File: config.mk
export PLATFORM = sky130hd
export DESIGN_NAME = pio_master
export DESIGN_NICKNAME = d
export VERILOG_FILES = /design/src/rtl/pio_master.sv
export SDC_FILE = /design/constraint.sdc
export NUM_CORES = 1
export LEC_CHECK = 0
export ABC_AREA = 1
export CAP_MARGIN = 20
export CORE_UTILIZATION = 41
export DETAILED_ROUTE_END_ITERATION = 16
export PLACE_DENSITY = 0.83
export RECOVER_POWER = 100
export SYNTH_ARGS = -nofsm -noshare
export SYNTH_HDL_FRONTEND = slang
export SYNTH_SLANG_ARGS = --single-unit
File: constraint.sdc
create_clock -name clk_i -period 1.75 [get_ports clk_i]
set_clock_uncertainty 0.15 [all_clocks]
set_input_delay 0.35 -clock clk_i [delete_from_list [all_inputs] [get_ports clk_i]]
set_output_delay 0.35 -clock clk_i [all_outputs]
set_load 0.01 [all_outputs]
File: src/rtl/pio_master.sv
// PIO bus initiator: issues one reg_bs/reg_rd/reg_wr transaction at a time, waits for
// pio_ack / pio_rvalid with a timeout, returns a response and keeps txn/timeout counters.
module pio_master #(
  parameter int PIO_NBITS     = 32,
  parameter int TIMEOUT_NBITS = 10,
  parameter int STAT_NBITS    = 16
) (
  input  logic                  clk_i,
  input  logic                  rst_i,
  input  logic                  cmd_valid_i,
  output logic                  cmd_ready_o,
  input  logic                  cmd_wr_i,
  input  logic [PIO_NBITS-1:0]  cmd_addr_i,
  input  logic [PIO_NBITS-1:0]  cmd_wdata_i,
  output logic                  rsp_valid_o,
  input  logic                  rsp_ready_i,
  output logic [PIO_NBITS-1:0]  rsp_rdata_o,
  output logic                  rsp_err_o,
  output logic                  reg_bs_o,
  output logic                  reg_rd_o,
  output logic                  reg_wr_o,
  output logic [PIO_NBITS-1:0]  reg_addr_o,
  output logic [PIO_NBITS-1:0]  reg_din_o,
  input  logic                  pio_ack_i,
  input  logic                  pio_rvalid_i,
  input  logic [PIO_NBITS-1:0]  pio_rdata_i,
  output logic [STAT_NBITS-1:0] txn_count_o,
  output logic [STAT_NBITS-1:0] timeout_count_o
);

  typedef enum logic [2:0] {S_IDLE, S_ISSUE, S_WAIT, S_RESP, S_DRAIN} state_e;

  state_e                   state_q;
  logic                     wr_q;
  logic                     cmd_ready_q;
  logic                     rsp_valid_q;
  logic                     rsp_err_q;
  logic [PIO_NBITS-1:0]     rsp_rdata_q;
  logic                     reg_bs_q;
  logic                     reg_rd_q;
  logic                     reg_wr_q;
  logic [PIO_NBITS-1:0]     reg_addr_q;
  logic [PIO_NBITS-1:0]     reg_din_q;
  logic [TIMEOUT_NBITS-1:0] wait_cnt_q;
  logic [TIMEOUT_NBITS-1:0] wait_cnt_d;
  logic [STAT_NBITS-1:0]    txn_cnt_q;
  logic [STAT_NBITS-1:0]    tmo_cnt_q;
  logic                     done;
  logic                     timeout;

  // Only the completion signal matching the pending command type counts. The timeout
  // fires in the WAIT cycle where the counter would reach all-ones.
  always_comb begin
    wait_cnt_d = wait_cnt_q + TIMEOUT_NBITS'(1);
    done       = wr_q ? pio_ack_i : pio_rvalid_i;
    timeout    = &wait_cnt_d;
  end

  always_ff @(posedge clk_i) begin
    if (rst_i) begin
      state_q     <= S_IDLE;
      wr_q        <= 1'b0;
      cmd_ready_q <= 1'b1;
      rsp_valid_q <= 1'b0;
      rsp_err_q   <= 1'b0;
      rsp_rdata_q <= '0;
      reg_bs_q    <= 1'b0;
      reg_rd_q    <= 1'b0;
      reg_wr_q    <= 1'b0;
      reg_addr_q  <= '0;
      reg_din_q   <= '0;
      wait_cnt_q  <= '0;
      txn_cnt_q   <= '0;
      tmo_cnt_q   <= '0;
    end else begin
      reg_bs_q <= 1'b0;
      reg_rd_q <= 1'b0;
      reg_wr_q <= 1'b0;
      unique case (state_q)
        S_IDLE: begin
          if (cmd_valid_i) begin
            wr_q        <= cmd_wr_i;
            reg_addr_q  <= cmd_addr_i;
            reg_din_q   <= cmd_wdata_i;
            reg_bs_q    <= 1'b1;
            reg_rd_q    <= ~cmd_wr_i;
            reg_wr_q    <= cmd_wr_i;
            cmd_ready_q <= 1'b0;
            state_q     <= S_ISSUE;
          end
        end
        S_ISSUE: begin
          wait_cnt_q <= '0;
          state_q    <= S_WAIT;
        end
        S_WAIT: begin
          if (done || timeout) begin
            rsp_valid_q <= 1'b1;
            rsp_err_q   <= ~done;
            if (done) rsp_rdata_q <= wr_q ? '0 : pio_rdata_i;
            else      rsp_rdata_q <= '1;
            txn_cnt_q <= txn_cnt_q + STAT_NBITS'(1);
            if (!done && !(&tmo_cnt_q)) tmo_cnt_q <= tmo_cnt_q + STAT_NBITS'(1);
            state_q <= S_RESP;
          end else begin
            wait_cnt_q <= wait_cnt_d;
          end
        end
        S_RESP: begin
          if (rsp_ready_i) begin
            rsp_valid_q <= 1'b0;
            state_q     <= S_DRAIN;
          end
        end
        S_DRAIN: begin
          // Slave levels only update on their divided clock; wait out any stale ack/rvalid.
          if (!pio_ack_i && !pio_rvalid_i) begin
            cmd_ready_q <= 1'b1;
            state_q     <= S_IDLE;
          end
        end
        default: state_q <= S_IDLE;
      endcase
    end
  end

  assign cmd_ready_o     = cmd_ready_q;
  assign rsp_valid_o     = rsp_valid_q;
  assign rsp_rdata_o     = rsp_rdata_q;
  assign rsp_err_o       = rsp_err_q;
  assign reg_bs_o        = reg_bs_q;
  assign reg_rd_o        = reg_rd_q;
  assign reg_wr_o        = reg_wr_q;
  assign reg_addr_o      = reg_addr_q;
  assign reg_din_o       = reg_din_q;
  assign txn_count_o     = txn_cnt_q;
  assign timeout_count_o = tmo_cnt_q;

endmodule
Word-level counts from Yosys, hierarchy flattened --
Index checks and enable logic that the tools add are counted.
Word-level totals: register bits 148, output and inout bits 134
Operators by class: $add $sub $neg 3, equal/unequal tests 9, muxes and demuxes 17, bitwise logic cells 4, reductions and logical operators 22
Operators by type and width (number):
- 32-bit 2-to-1 mux | 2
- 16-bit by 1-bit adder with 16-bit output, second input constant | 2
- 10-bit one-hot mux with 2 select lines | 1
- 16-bit AND reduction | 1
- 3-bit one-hot mux with 5 select lines | 1
- 3-bit 2-to-1 mux | 4
- 10-bit by 1-bit adder with 10-bit output, second input constant | 1
- 10-bit 2-to-1 mux | 1
- 2-bit inequality test, second input constant | 5
- 10-bit AND reduction | 1
- 3-bit AND reduction | 3
- 3-bit by 2-bit equality test with 1-bit output, second input constant | 2
- 1-bit 2-to-1 mux | 6
- 2-bit AND reduction | 3
- 2-bit nonzero test | 3
- 1-bit zero test | 4
- 1-bit NOT | 4
- 1-bit one-hot mux with 2 select lines | 2
- 4-bit AND reduction | 1
- 3-bit by 1-bit equality test with 1-bit output, second input constant | 1
- 3-bit equality test, second input constant | 1
- 3-bit zero test | 1
- 3-bit OR reduction | 1
- 1-bit logical AND | 2
- 2 further kinds | 2

Depth between registers and ports, before layout --
depth after elaboration 5, mapped depth 14

Worst setup path after synthesis --
No wires, ideal clock.
path type register to register, from register wait_cnt_q[0], to register rsp_rdata_q[21], in the netlist rsp_rdata_o[21], arrival 1.687 ns, required time 1.534 ns, setup slack -0.153 ns, stages on the path, launching flop included 12, path buffers 2, period minus slack after synthesis 1.903 ns, cell sequence dfxtp_1 > ha_1 > nand3_1 > o21bai_1 > nand2_1 > nor2_1 > nand4_2 > nand2_4 > nand2_4 > buf_6 > buf_6 > a21oi_2
On the way: word-level cells in the longest chain between the ends 4
Ends and longest elaborated chain:
- from (decl) | line 44 | logic [TIMEOUT_NBITS-1:0] wait_cnt_q;
- from (signal assigned) | line 106 | wait_cnt_q <= wait_cnt_d;
- 10-bit by 1-bit adder with 10-bit output | line 54 | wait_cnt_d = wait_cnt_q + TIMEOUT_NBITS'(1);
- 10-bit AND reduction | line 56 | timeout = &wait_cnt_d;
- 1-bit logical OR | line 97 | if (done || timeout) begin
- 2-bit AND reduction (no source line)
- to (signal assigned) | line 100 | if (done) rsp_rdata_q <= wr_q ? '0 : pio_rdata_i;
- to (decl) | line 38 | logic [PIO_NBITS-1:0] rsp_rdata_q;
Every way passes these cells. A chain may end at the register's enable or synchronous reset.

Worst setup path in the final report --
from register wait_cnt_q[0], to register rsp_rdata_q[8], in the netlist rsp_rdata_o[8]
The elaborated chain is that of the path after synthesis.

==> out/qor.yml <==
run_status:
  status: "complete, but fails checks"
  violations: "negative setup slack"
floorplanning:
  initial_core_util_pct: 41.8
  ioPinCount: 237
  die-area_sq_um: 16600
  coreArea_sq_um: 15800
  dieHeight_um: 129
  die-width_um: 129
  placementRows: 46
worst_setup_path:
  crit_family: "simple AND/OR/NAND/NOR gates"
  critPathLaunchType: "flip-flop"
  crit_chain: "ha_4 > inv_2 > nand2_2 > nand2_2 > nor2_2 > nand2_2 > nor2_4 > nand4_4 > nand2_8 > nand2_8 > clkbuf_16 > a21oi_1"
  r2r_setup_slack_ps: -280
  crit_cells: 12
  worst_setup_path_end_kind: "flip-flop"
  reg2regPathDepth: 12
  crit_required_ps: 1950
  worstPathArrival_ps: 2230
  worstSetupPathType: "flip-flop to flip-flop"
  cp.buffers_inverters: 2
  crit_path_frequent_cell: "nand2_2"
  crit_fanout: 9
  cpPeakStageDelay_ps: 370
  crit_path_top_delay_cell: "dfxtp_4"
place:
  place_worst_setup_slack_ps: -403
  port_buffers: 236
  place_area_sq_um: 9630
  hpwl_mm: 14.0
  placed_cells: 1400
  gp_congestion: 0.893
route:
  dr.max_layer_used: "met4"
  first_iter_violations: 405
  avgViaCountPerCell: 4.94
  drt-met1-wl_mm: 8.28
  drcViolationCount: 0
  wl_met2_mm: 10.4
  firstDrtPassIters: 5
  met3WireLength_mm: 1.41
  final_antenna_net_count: 0
  vias: 7129
  wl_per_cell_um: 14.3
  routed_wl_mm: 20.7
timing:
  slew_headroom_pct: 48.7
  whs_ps: 289
  fin_ws_ps: -280
  period_needed_ps: 2030
  drv_slew: 0
  rsz0062_at_grt: "yes"
  setup_violations: 78
  fmax_mhz: 493
  worst_pin_slew_ps: 769
  finalHoldViolCount: 0
  finalSetupTns_ps: -15200
  fin_crit_sh_pct: 116
yosys:
  synthTopCellsByArea: "dfxtp_1 45%, nand2_1 11%, nor2_1 11%"
  synthDistinctLibCells: 39
  synth_nets: 1043
  synth-main-ff-cell: "dfxtp_1"
  synth_edf_count: 0
  synth.avg_cell_area_sq_um: 7.06
  synthArstFlopShare_pct: 0
  ys_warn_count: 0
  syn-cell-area_sq_um: 6610
  yosys.area.top_type: "dfxtp_1"
  synth_top_area_share_pct: 44.8
  synth_cells: 936
  seq_area_frac_synth_pct: 44.8
  synth-seq-cells: 148
power:
  finalPower_mw: 9.75
  ir_drop_v: 0.000641
  pwr-share-seq_pct: 39.7
  powerDensity_nw_per_um2: 928
  sw_frac_of_total_pct: 28.6
  p_int_mw: 6.96
  power_frac_clock_pct: 38.9
  p_comb_share_pct: 21.4
  p_sw_mw: 2.79
  p_leak_nw: 4.84
cells_and_area:
  final_nets: 1321
  drive_gt1_share_pct: 17.4
  seq_area_sq_um: 2990
  finalInstanceArea_sq_um: 10500
  multiInputGateArea_sq_um: 3390
  final_common_cell: "nor2_1"
  layout.cells.non_filler: 1442
  nFillCells: 1301
  area_growth_pct: 59.1
  mostFrequentLayoutCells: "183 x nor2_1, 174 x nand2_1, 134 x dlygate4sd2_1"
  diodes: 0
  post-route-util_pct: 66.4
global_route:
  overflow: 0
  grt_pass1_vias: 6669
  antenna_found_initial: 0
  grt_max_degree: 65
  gr-usage-all-layers_pct: 24.3
  grt_pass1_wl_mm: 31.7
clock_network:
  cts.htree.levels: 4
  cts.root.buffer_cell: "clkbuf_16"
  cts_tree: "built"
  clkTransAtPathRegs_ps: 70
  clock_latency_ps: 430
  cts_made_buffers: 17
  cts_sinks: 148
  clock_path_buffers: 2
run:
  cap_violations: 0
hold_path:
  min_path_type: "flip-flop to flip-flop"
  holdPathStages: 2
==> final cells by class <==
class                   instances  share of cell area (%)
clock inverters                13                    1.61
repair buffers                311                    27.9
inverters                      86                    3.07
flip-flops and latches        148                    28.4
well taps                     216                    2.57
clock buffers                  18                    4.18
multi-input cells             650                    32.2
==> worst paths after layout <==
path	start	endpoint
max	wait_cnt_q[0]	rsp_rdata_o[8]
min	rsp_rdata_o[7]	rsp_rdata_o[7]
max reg2reg	wait_cnt_q[0]	rsp_rdata_o[8]
min reg2reg	rsp_rdata_o[7]	rsp_rdata_o[7]
==> registers in the layout (all words and copies together), names as in the netlist <==
| signal | cells |
|---|---|
| reg_addr_o | 32 |
| rsp_valid_o | 1 |
| rsp_err_o | 1 |
| reg_rd_o | 1 |
| wait_cnt_q | 10 |
| state_q | 3 |
| reg_wr_o | 1 |
| wr_q | 1 |
| txn_count_o | 16 |
| reg_bs_o | 1 |
| rsp_rdata_o | 32 |
| timeout_count_o | 16 |
| reg_din_o | 32 |
| cmd_ready_o | 1 |
==> per-layer routing <==
metal  vias to the layer above  GRT usage (%)
met5                         -              0
met4                         0           11.6
met3                        44           7.11
met2                       240           42.5
met1                      3306           26.9
li1                       3539              -
==> power groups by stage <==
stage | registers [mW] | logic [mW] | clock network, mW
2_1_floorplan | 4.04 | 0.846 | 0
3_3_place_gp | 3.93 | 2.06 | 0
3_5_place_dp | 3.94 | 2.09 | 0
4_1_cts | 3.87 | 2.01 | 3.86
5_1_grt | 3.91 | 2.28 | 3.99
6_report | 3.87 | 2.09 | 3.79
==> synthesized netlist by cell type, types with 2 or more instances <==
master      n
buf_2      12
nor2_1    189
xor2_1     18
buf_6       2
nand3b_1    4
inv_1      83
ha_1        4
nand2_4     2
dfxtp_1   148
nand2_1   194
nand3_1    44
o21ai_0    67
nor3_1     14
clkinv_1    2
nand2_2     2
buf_12      2
a21oi_1    52
nand3_2     2
nand4_1    25
nor2_4      2
buf_1       4
a21oi_2    10
clkbuf_1   30
xnor2_1     8
nor4_1      2
==> worst reg2reg max path: stages, from the launching register on <==
cell and delay, ps:
dfxtp_4 370, ha_4 180, inv_2 50, nand2_2 50, nand2_2 60, nor2_2 130
nand2_2 70, nor2_4 120, nand4_4 140, nand2_8 150, nand2_8 120, clkbuf_16 210
a21oi_1 170
==> cells by family (layout without fill, tap and decap cells) <==
logic type      count (synthesis)  after routing  synth area share, %
simple gates                  482            482                 30.6
fa+ha+maj                       4              4                0.757
compound gates                138            138                 11.4
xor+xnor                       26             26                 3.45
flops                         148            148                 44.8
buf+inv                       138            428                 9.01
==> what timing repair did <==
action                                  in CTS  in global routing
buffers inserted                             7                  1
resized for setup                          193                 43
endpoints found under the setup margin     211                 86
pin swaps                                   25                  4
gates cloned                                 1                  3
hold buffers                                 0                  0
(Power assumes the default switching activity.)
